`config.mk`:
```
export PLATFORM = sky130hd
export DESIGN_NAME = mini_core_mem
export DESIGN_NICKNAME = d
export VERILOG_FILES = /design/src/rtl/mini_core_pkg.sv /design/src/rtl/mini_core_mem_align.sv /design/src/rtl/mini_core_mem.sv
export SDC_FILE = /design/constraint.sdc
export NUM_CORES = 1
export LEC_CHECK = 0
export ABC_AREA = 1
export CELL_PAD_IN_SITES_DETAIL_PLACEMENT = 0
export CELL_PAD_IN_SITES_GLOBAL_PLACEMENT = 1
export CORE_MARGIN = 1.5
export CORE_UTILIZATION = 24
export CTS_BUF_LIST = sky130_fd_sc_hd__clkbuf_8
export CTS_CLUSTER_SIZE = 14
export DETAILED_ROUTE_END_ITERATION = 8
export PLACE_DENSITY_LB_ADDON = 0.1
export SLEW_MARGIN = 0
export SYNTH_ARGS = -nofsm -noshare
export SYNTH_HDL_FRONTEND = slang
export SYNTH_SLANG_ARGS = --single-unit
```
`constraint.sdc`:
```
create_clock -name clk -period 2.91 [get_ports clk]
set_input_delay 0.873 -clock clk [delete_from_list [all_inputs] [get_ports clk]]
set_output_delay 0.873 -clock clk [all_outputs]
set_load 0.01 [all_outputs]
```
`src/rtl/mini_core_pkg.sv`:
```
// mini_core_pkg: shared memory-stage types, encodings and the enable-DFF macro.
`ifndef MINI_CORE_DFF_EN
`define MINI_CORE_DFF_EN(q, d, en, clk, rst_n) \
    always_ff @(posedge clk or negedge rst_n) \
        if (!rst_n) q <= '0; \
        else if (en) q <= d;
`endif

package mini_core_pkg;

    localparam logic [1:0] LS_B = 2'd0;
    localparam logic [1:0] LS_H = 2'd1;
    localparam logic [1:0] LS_W = 2'd2;

    localparam logic [1:0] WB_ALU = 2'd0;
    localparam logic [1:0] WB_MEM = 2'd1;
    localparam logic [1:0] WB_PC4 = 2'd2;

    typedef enum logic {S_IDLE, S_WAIT_RSP} t_mem_state;

    typedef struct packed {
        logic       dmem_rd_en;
        logic       dmem_wr_en;
        logic [1:0] ls_size;
        logic       ld_sign_ext;
        logic [1:0] sel_wb;
        logic       reg_wr_en;
        logic [4:0] reg_dst;
    } t_ctrl_mem;

    function automatic logic misaligned(input logic [1:0] size, input logic [1:0] a);
        return (size == LS_H && a[0]) || (size == LS_W && a != 2'b00);
    endfunction

endpackage

```
`src/rtl/mini_core_mem_align.sv`:
```
// mini_core_mem_align: store byte-lane steering and load extraction/extension.
module mini_core_mem_align
    import mini_core_pkg::*;
(
    input  logic [1:0]  size,
    input  logic        sign_ext,
    input  logic [1:0]  addr,
    input  logic [31:0] st_raw,
    input  logic [31:0] rsp_data,
    output logic [3:0]  byte_en,
    output logic [31:0] st_data,
    output logic [31:0] ld_data
);
    logic [31:0] sh;

    assign sh      = rsp_data >> {addr, 3'b000};
    assign byte_en = size == LS_B ? 4'b0001 << addr
                   : size == LS_H ? 4'b0011 << {addr[1], 1'b0} : 4'b1111;
    assign st_data = size == LS_B ? {4{st_raw[7:0]}}
                   : size == LS_H ? {2{st_raw[15:0]}} : st_raw;
    assign ld_data = size == LS_B ? {{24{sign_ext & sh[7]}}, sh[7:0]}
                   : size == LS_H ? {{16{sign_ext & sh[15]}}, sh[15:0]} : sh;
endmodule

```
`src/rtl/mini_core_mem.sv`:
```
// mini_core_mem: Q103H memory stage with request/response handshake, load timeout,
// misalignment trap and Q104H write-back registers.
module mini_core_mem
    import mini_core_pkg::*;
#(
    parameter int TIMEOUT_CYC = 255
) (
    input  logic        clk,
    input  logic        rst_n,
    input  t_ctrl_mem   ctrl,
    input  logic [31:0] alu_out_q103h,
    input  logic [31:0] dmem_wr_data_q103h,
    input  logic [31:0] pc_plus4_q103h,
    output logic        ready_q103h,
    output logic        dmem_req_valid,
    input  logic        dmem_req_ready,
    output logic [31:0] dmem_req_addr,
    output logic        dmem_req_wr_en,
    output logic [3:0]  dmem_req_byte_en,
    output logic [31:0] dmem_req_wr_data,
    input  logic        dmem_rsp_valid,
    input  logic [31:0] dmem_rsp_data,
    output logic [31:0] reg_wr_data_q104h,
    output logic [4:0]  reg_dst_q104h,
    output logic        reg_wr_en_q104h,
    output logic        misalign_q104h,
    output logic        timeout_q104h
);
    localparam int CW = $clog2(TIMEOUT_CYC + 1) > 8 ? $clog2(TIMEOUT_CYC + 1) : 8;

    t_mem_state    state;
    logic [CW-1:0] cnt;
    logic          mem_op, mis, req_ok, waiting, rsp_hit, timeout_hit;
    logic [31:0]   ld_data, wb_data;

    assign mem_op      = ctrl.dmem_rd_en | ctrl.dmem_wr_en;
    assign mis         = mem_op & misaligned(ctrl.ls_size, alu_out_q103h[1:0]);
    assign req_ok      = state == S_IDLE && mem_op && !mis;
    assign waiting     = state == S_WAIT_RSP;
    assign rsp_hit     = waiting && dmem_rsp_valid;
    // A response arriving in the timeout cycle still wins over the timeout.
    assign timeout_hit = waiting && !dmem_rsp_valid && cnt == CW'(TIMEOUT_CYC);

    assign dmem_req_valid = req_ok & rst_n;
    assign dmem_req_addr  = {alu_out_q103h[31:2], 2'b00};
    assign dmem_req_wr_en = ctrl.dmem_wr_en;

    assign ready_q103h = waiting ? rsp_hit | timeout_hit
                       : req_ok ? ctrl.dmem_wr_en & dmem_req_ready : 1'b1;

    mini_core_mem_align u_align (
        .size     (ctrl.ls_size),
        .sign_ext (ctrl.ld_sign_ext),
        .addr     (alu_out_q103h[1:0]),
        .st_raw   (dmem_wr_data_q103h),
        .rsp_data (dmem_rsp_data),
        .byte_en  (dmem_req_byte_en),
        .st_data  (dmem_req_wr_data),
        .ld_data  (ld_data)
    );

    assign wb_data = ctrl.sel_wb == WB_MEM ? (timeout_hit ? 32'h0 : ld_data)
                   : ctrl.sel_wb == WB_PC4 ? pc_plus4_q103h
                   : ctrl.sel_wb == WB_ALU ? alu_out_q103h : alu_out_q103h;

    always_ff @(posedge clk or negedge rst_n) begin
        if (!rst_n) begin
            state <= S_IDLE;
            cnt   <= '0;
        end else begin
            state <= waiting ? (ready_q103h ? S_IDLE : S_WAIT_RSP)
                   : (req_ok && !ctrl.dmem_wr_en && dmem_req_ready ? S_WAIT_RSP : S_IDLE);
            cnt   <= waiting ? cnt + 1'b1 : '0;
        end
    end

    `MINI_CORE_DFF_EN(reg_wr_data_q104h, wb_data, ready_q103h, clk, rst_n)
    `MINI_CORE_DFF_EN(reg_dst_q104h, ctrl.reg_dst, ready_q103h, clk, rst_n)
    `MINI_CORE_DFF_EN(reg_wr_en_q104h, ctrl.reg_wr_en & ~mis, ready_q103h, clk, rst_n)
    `MINI_CORE_DFF_EN(misalign_q104h, mis, ready_q103h, clk, rst_n)
    `MINI_CORE_DFF_EN(timeout_q104h, timeout_hit, ready_q103h, clk, rst_n)
endmodule

```
==> summary.txt <==
Placed design
  – Port bufs: 253
  – Placed cells: roughly 1,100
  – GP Congestion: 0.8307
  – Setup WS pre-CTS: -520.3 ps
  – Post-DP HPWL: 13,080 um

Setup path
  – Setup CP Type: primary input to primary output
  – Highest cell delay on the worst timing path: roughly 560 ps
  – Buf/Inv on CP: 2
  – Critical-path top delay cell: clkdlybuf4s50_1
  – Crit path max fanout: 3
  – Critical-path cell list: clkdlybuf4s50_1 > clkdlybuf4s50_1
  – Crit path arrival time: just under 2000 ps
  – Most common cell on crit path: clkdlybuf4s50_1
  – Nature of the critical path endpoint: primary output
  – Required time worst endpoint: 2040 ps
  – CP Launch Type: primary input
  – Top delay family on crit path: buffers and inverters

Floorplan
  – Row cnt: 47
  – Die width: 132.1 um
  – Die H: ~130 um
  – Die area: about 17,000 um^2
  – Initial Utilization: 0.2431
  – I/O pins: 256
  – Core area: 16,470 um^2

STA
  – Fin crit period: between 2000 and 3000 ps
  – RSZ-0062 raised after global routing: false
  – Final Hold Slack: between 400 and 500 ps
  – Setup WS post-layout: 93.27 ps
  – Final Hold Vio Count: 0
  – Final setup vio count: 0
  – Worst Clk Skew: between 9 and 10 ps
  – Max Slew Vio Count: 0
  – Worst slew pin tran: around 670 ps
  – Slew HR: 0.5502
  – Fmax: 355.0 MHz
  – Period utilization: 0.9679

Logic synthesis
  – Mapped Area: around 4000 um^2
  – Synthesized area per cell: between 6 and 7 um^2
  – #FFs+latches synth: 49
  – Cell taking the most area after synthesis: dfrtp_1
  – Synth area leaders: dfrtp_1, nand2_1, nor2_1, buf_4, o21ai_0
  – Yosys top cell area share: 0.3063
  – Unique cell type count in the Yosys netlist: 26
  – Yosys warns: 0
  – Register area share after synthesis: 0.3063
  – Cell count after synthesis: 661

GRT
  – GRT Util Overall: 0.1857
  – Vias in the first global route: about 4,800
  – GRT overflow: 0
  – Antenna violations before repair: 2
  – Largest net degree at the start of global routing: 50
  – First-pass GRT wire length: about 26,000 um

Cells and area
  – Post-layout nets: 1,029
  – Layout cell share with drive strength beyond 1: 0.07692
  – Filler Cell Count: between 1,500 and 2,000
  – Most frequent cells in the layout: clkdlybuf4s50_1, nand2_1, nor2_1
  – Area Growth Syn to Fin: 69.15%
  – Fin util: 0.4112
  – Antenna cell count: 0
  – Commonest non-fill, non-tap cell in the layout: clkdlybuf4s50_1
  – Final cell count without fillers: ~1,100

Power
  – Pwr dens: around 380 nW/um^2
  – Leak Pwr: 0.003169 uW
  – IR drop worst, VDD: just under 0.2 mV

Clock network
  – Sinks on Clock Net: 49
  – CTS tree: built
  – CTS clk-pin slew, worst paths: 90 ps
  – Number of H-tree levels: 2
  – Clock latency on the worst-skew pair: 330 ps
  – CTS Buf Count: 5
  – Root Driver: clkbuf_8
  – Clock buffer depth: 2

Routing
  – DRC Markers: 0
  – Vias per cell: about 4.5
  – Vias: just under 5,000
  – First DRT Iteration DRCs: 203
  – Final wirelength: 16,440 um
  – Avg WL per Cell: 14.89 um
  – Routed Antenna Nets: 0
  – 1st-pass router iterations: 5

Min path
  – Min-Delay Path Class: flop to flop

Flow run
  – Maxcap violations: 0

Run status
  – Status: completed
## kinds of logic after synthesis
logic type      Yosys count  synth area share
flops                    49            0.3063
compound gates          119            0.1557
buf+inv                 112            0.1572
simple gates            379            0.3767
other cells               1         0.0009369
fa+ha+maj                 1          0.003125
## area by class of cell
cell class	count	area (um^2)	share of cell area
clock buffers	5	68.82	0.01016
clock inverters	3	43.79	0.006468
inverters	34	127.6	0.01885
multi-input cells	501	2176	0.3214
flip-flops and latches	49	1226	0.1811
well taps	220	275.3	0.04066
repair buffers	292	2853	0.4214
## Yosys cell counts
library cell,instances
inv_2,4
buf_4,47
buf_6,2
nor2_2,2
o21ai_1,1
o211ai_1,9
o21ai_0,55
conb_1,1
nand3_1,43
inv_1,30
clkbuf_1,13
ha_1,1
a31oi_1,1
and3_1,2
a21oi_1,51
buf_2,14
nand2_2,4
nand2_1,181
nor3_1,4
nor3b_1,1
o22ai_1,1
nand4_1,1
dfrtp_1,49
buf_1,2
o21a_1,1
nor2_1,141
## sequential cells by signal, summed over array words and instances, names as in the netlist
| register | cells |
|---|---|
| reg_dst_q104h | 5 |
| reg_wr_data_q104h | 32 |
| cnt | 8 |
| reg_wr_en_q104h | 1 |
| timeout_q104h | 1 |
| misalign_q104h | 1 |
| state | 1 |
## final timing paths
| check | from | endpoint | slack (ps) | cells after the start |
|---|---|---|---|---|
| setup / recovery | dmem_wr_data_q103h[0] | dmem_req_wr_data[0] | 90 | 2 |
| hold / removal | cnt[0] | cnt[0] | 480 | 1 |
| setup reg to reg | cnt[0] | reg_wr_data_q104h[4] | 990 | 9 |
| hold reg to reg | cnt[0] | cnt[0] | 480 | 1 |
| max in group asynchronous | rst_n | reg_wr_data_q104h[9] | 1700 | 2 |
| min in group asynchronous | rst_n | reg_wr_data_q104h[4] | 750 | 2 |
## layer usage
layer	vias to the layer above	track usage	wire (um)
met3	18	0.04883	1178
met2	186	0.3197	7934
met1	2245	0.2330	7073
li1	2515	-	-
met5	-	0	13
met4	2	0.03951	242
## power by group
group | leakage (uW) | internal (uW) | switching [uW]
registers | 0.000595 | 798 | 67.0
logic | 0.00252 | 625 | 553
clock network | 0.0000585 | 258 | 265
total | 0.00317 | 1680 | 885
## per-stage QoR
step | power [uW] | setup TNS [ps] | cell area [um^2]
after floorplan | 1382 | 0 | 4006
after global placement | 2074 | -12560 | 6595
after detailed placement | 2081 | -13120 | 6595
after CTS | 2607 | -1160 | 6718
after global routing | 2741 | 0 | 6770
final | 2567 | 0 | 6770
## repair_timing
action | in CTS | in global routing
resized for setup | 41 | 25
pin swaps | 3 | 3
hold buffers | 0 | 0
endpoints found under the setup margin | 30 | 18
hold endpoints to repair | 0 | 0
buffers inserted | 3 | 3
No activity file was read; power rests on OpenSTA's default activity.
==> variant: new RTL, same settings <==
Change the parameter `TIMEOUT_CYC` from 255 to 510.
--- a/src/rtl/mini_core_mem.sv
+++ b/src/rtl/mini_core_mem.sv
@@ -3,7 +3,7 @@
 module mini_core_mem
     import mini_core_pkg::*;
 #(
-    parameter int TIMEOUT_CYC = 255
+    parameter int TIMEOUT_CYC = 510
 ) (
     input  logic        clk,
     input  logic        rst_n,
Function: same outputs for any inputs over 10 cycles, from zero or initial values and one cycle with rst_n low; that may be too few to reach the edited logic, so the function may still have changed.
==> variant against the original RTL <==
- cell area rose by 0.87%
- cell count increased by 1.4%
- synthesized cell count grew 1.8%
- wire length grew 2.4%
- sequential cell count increased by 1
- global-route usage fell by 0.46 points
- first-iteration DRC count decreased by 4.9%
- power increased by 0.38%
- die area up 5.4%
- clock power shrank 3%
- area after synthesis rose by 5.6%
- setup slack worse by 0.044 ns
- critical endpoint is now dmem_req_wr_data[15]
==> variant: results (changes against the original RTL) <==
- Seq_cells: 50 (+2.0%)
- Hold Path End: cnt[8]
- Drt first pass iters: 4 (-1)
- Clock-cell share of area: 1.557% (-0.11 points)
- Clock skew: 0.002097 ns (-0.006947 ns)
- GP Congestion: 0.8457 (+1.8%)
- Met3 WL: 1003 um (-15%)
- VDD IR-drop max: 0.1687 mV (-14%)
- Syn Area/Cell: 6.278 um2 (+3.7%)
- Met3 Use GR: 3.217% (-1.7 points)
- Run status: completed
- Most frequent cells after synthesis: nand2_1 (187), nor2_1 (144), dfrtp_1 (50), o21ai_0 (50), buf_4 (43)
- Top sig layer: met4
- Final nets: 1040 (+1.1%)
- Synth area leaders: dfrtp_1 (30%), nand2_1 (17%), nor2_1 (13%)
- CP max stage cell: dlygate4sd2_1
- R2r worst-path depth: 11 (+2)
- Max-slew headroom: 55.58% (+0.57 points)
- Area after DPL: 6768 um2 (+2.6%)
- Initial DRC count: 193 (-4.9%)
- Reg-to-reg endpoint: reg_wr_data_q104h[15]
- Yosys cell types: 32 (+23%)
- Met2 wire len: 8343 um (+5.2%)
- Non-Clock Inverter Count: 38 (+12%)
- Routing usage on met2: 32.26% (+0.30 points)
- FMAX: 349.5 MHz (-1.5%)
- NonClk Buf Share: 39.92% (-2.2 points)
-- variant: changes by cell type in the layout (fill, tap and decap cells not counted), moves of 4 or more --
cell / before / now
a21oi_1: 49 / 33
a21oi_2: 1 / 12
clkbuf_2: 3 / 13
dlymetal6s2s_1: 11 / 1
nand2_1: 180 / 187
nand3_1: 43 / 31
nor2_2: 2 / 9
o21ai_0: 54 / 49
o22ai_1: 1 / 5
-- variant: cells by family after synthesis --
| kind of cell | synth area share [%] |
|---|---|
| DFF | 29.61 |
| xor gates and xnor gates | 0.4146 |
| buffers and inverters | 16.35 |
| and+or+nand+nor | 37.52 |
| adders and majority gates | 0.5921 |
| AOI/OAI and AO/OA | 15.43 |
| other | 0.08875 |
-- variant: what timing repair did --
item,4_1_cts,5_1_grt
buffers inserted,2,0
gates resized for setup,59,26
pin swaps,2,2
setup endpoints to repair,30,18
gates cloned,0,0
-- variant: where the power goes --
part | internal (uW) | switching [uW]
Clock | 251 | 254
Sequential | 813 | 71.8
Combinational | 625 | 562
Total | 1690 | 888
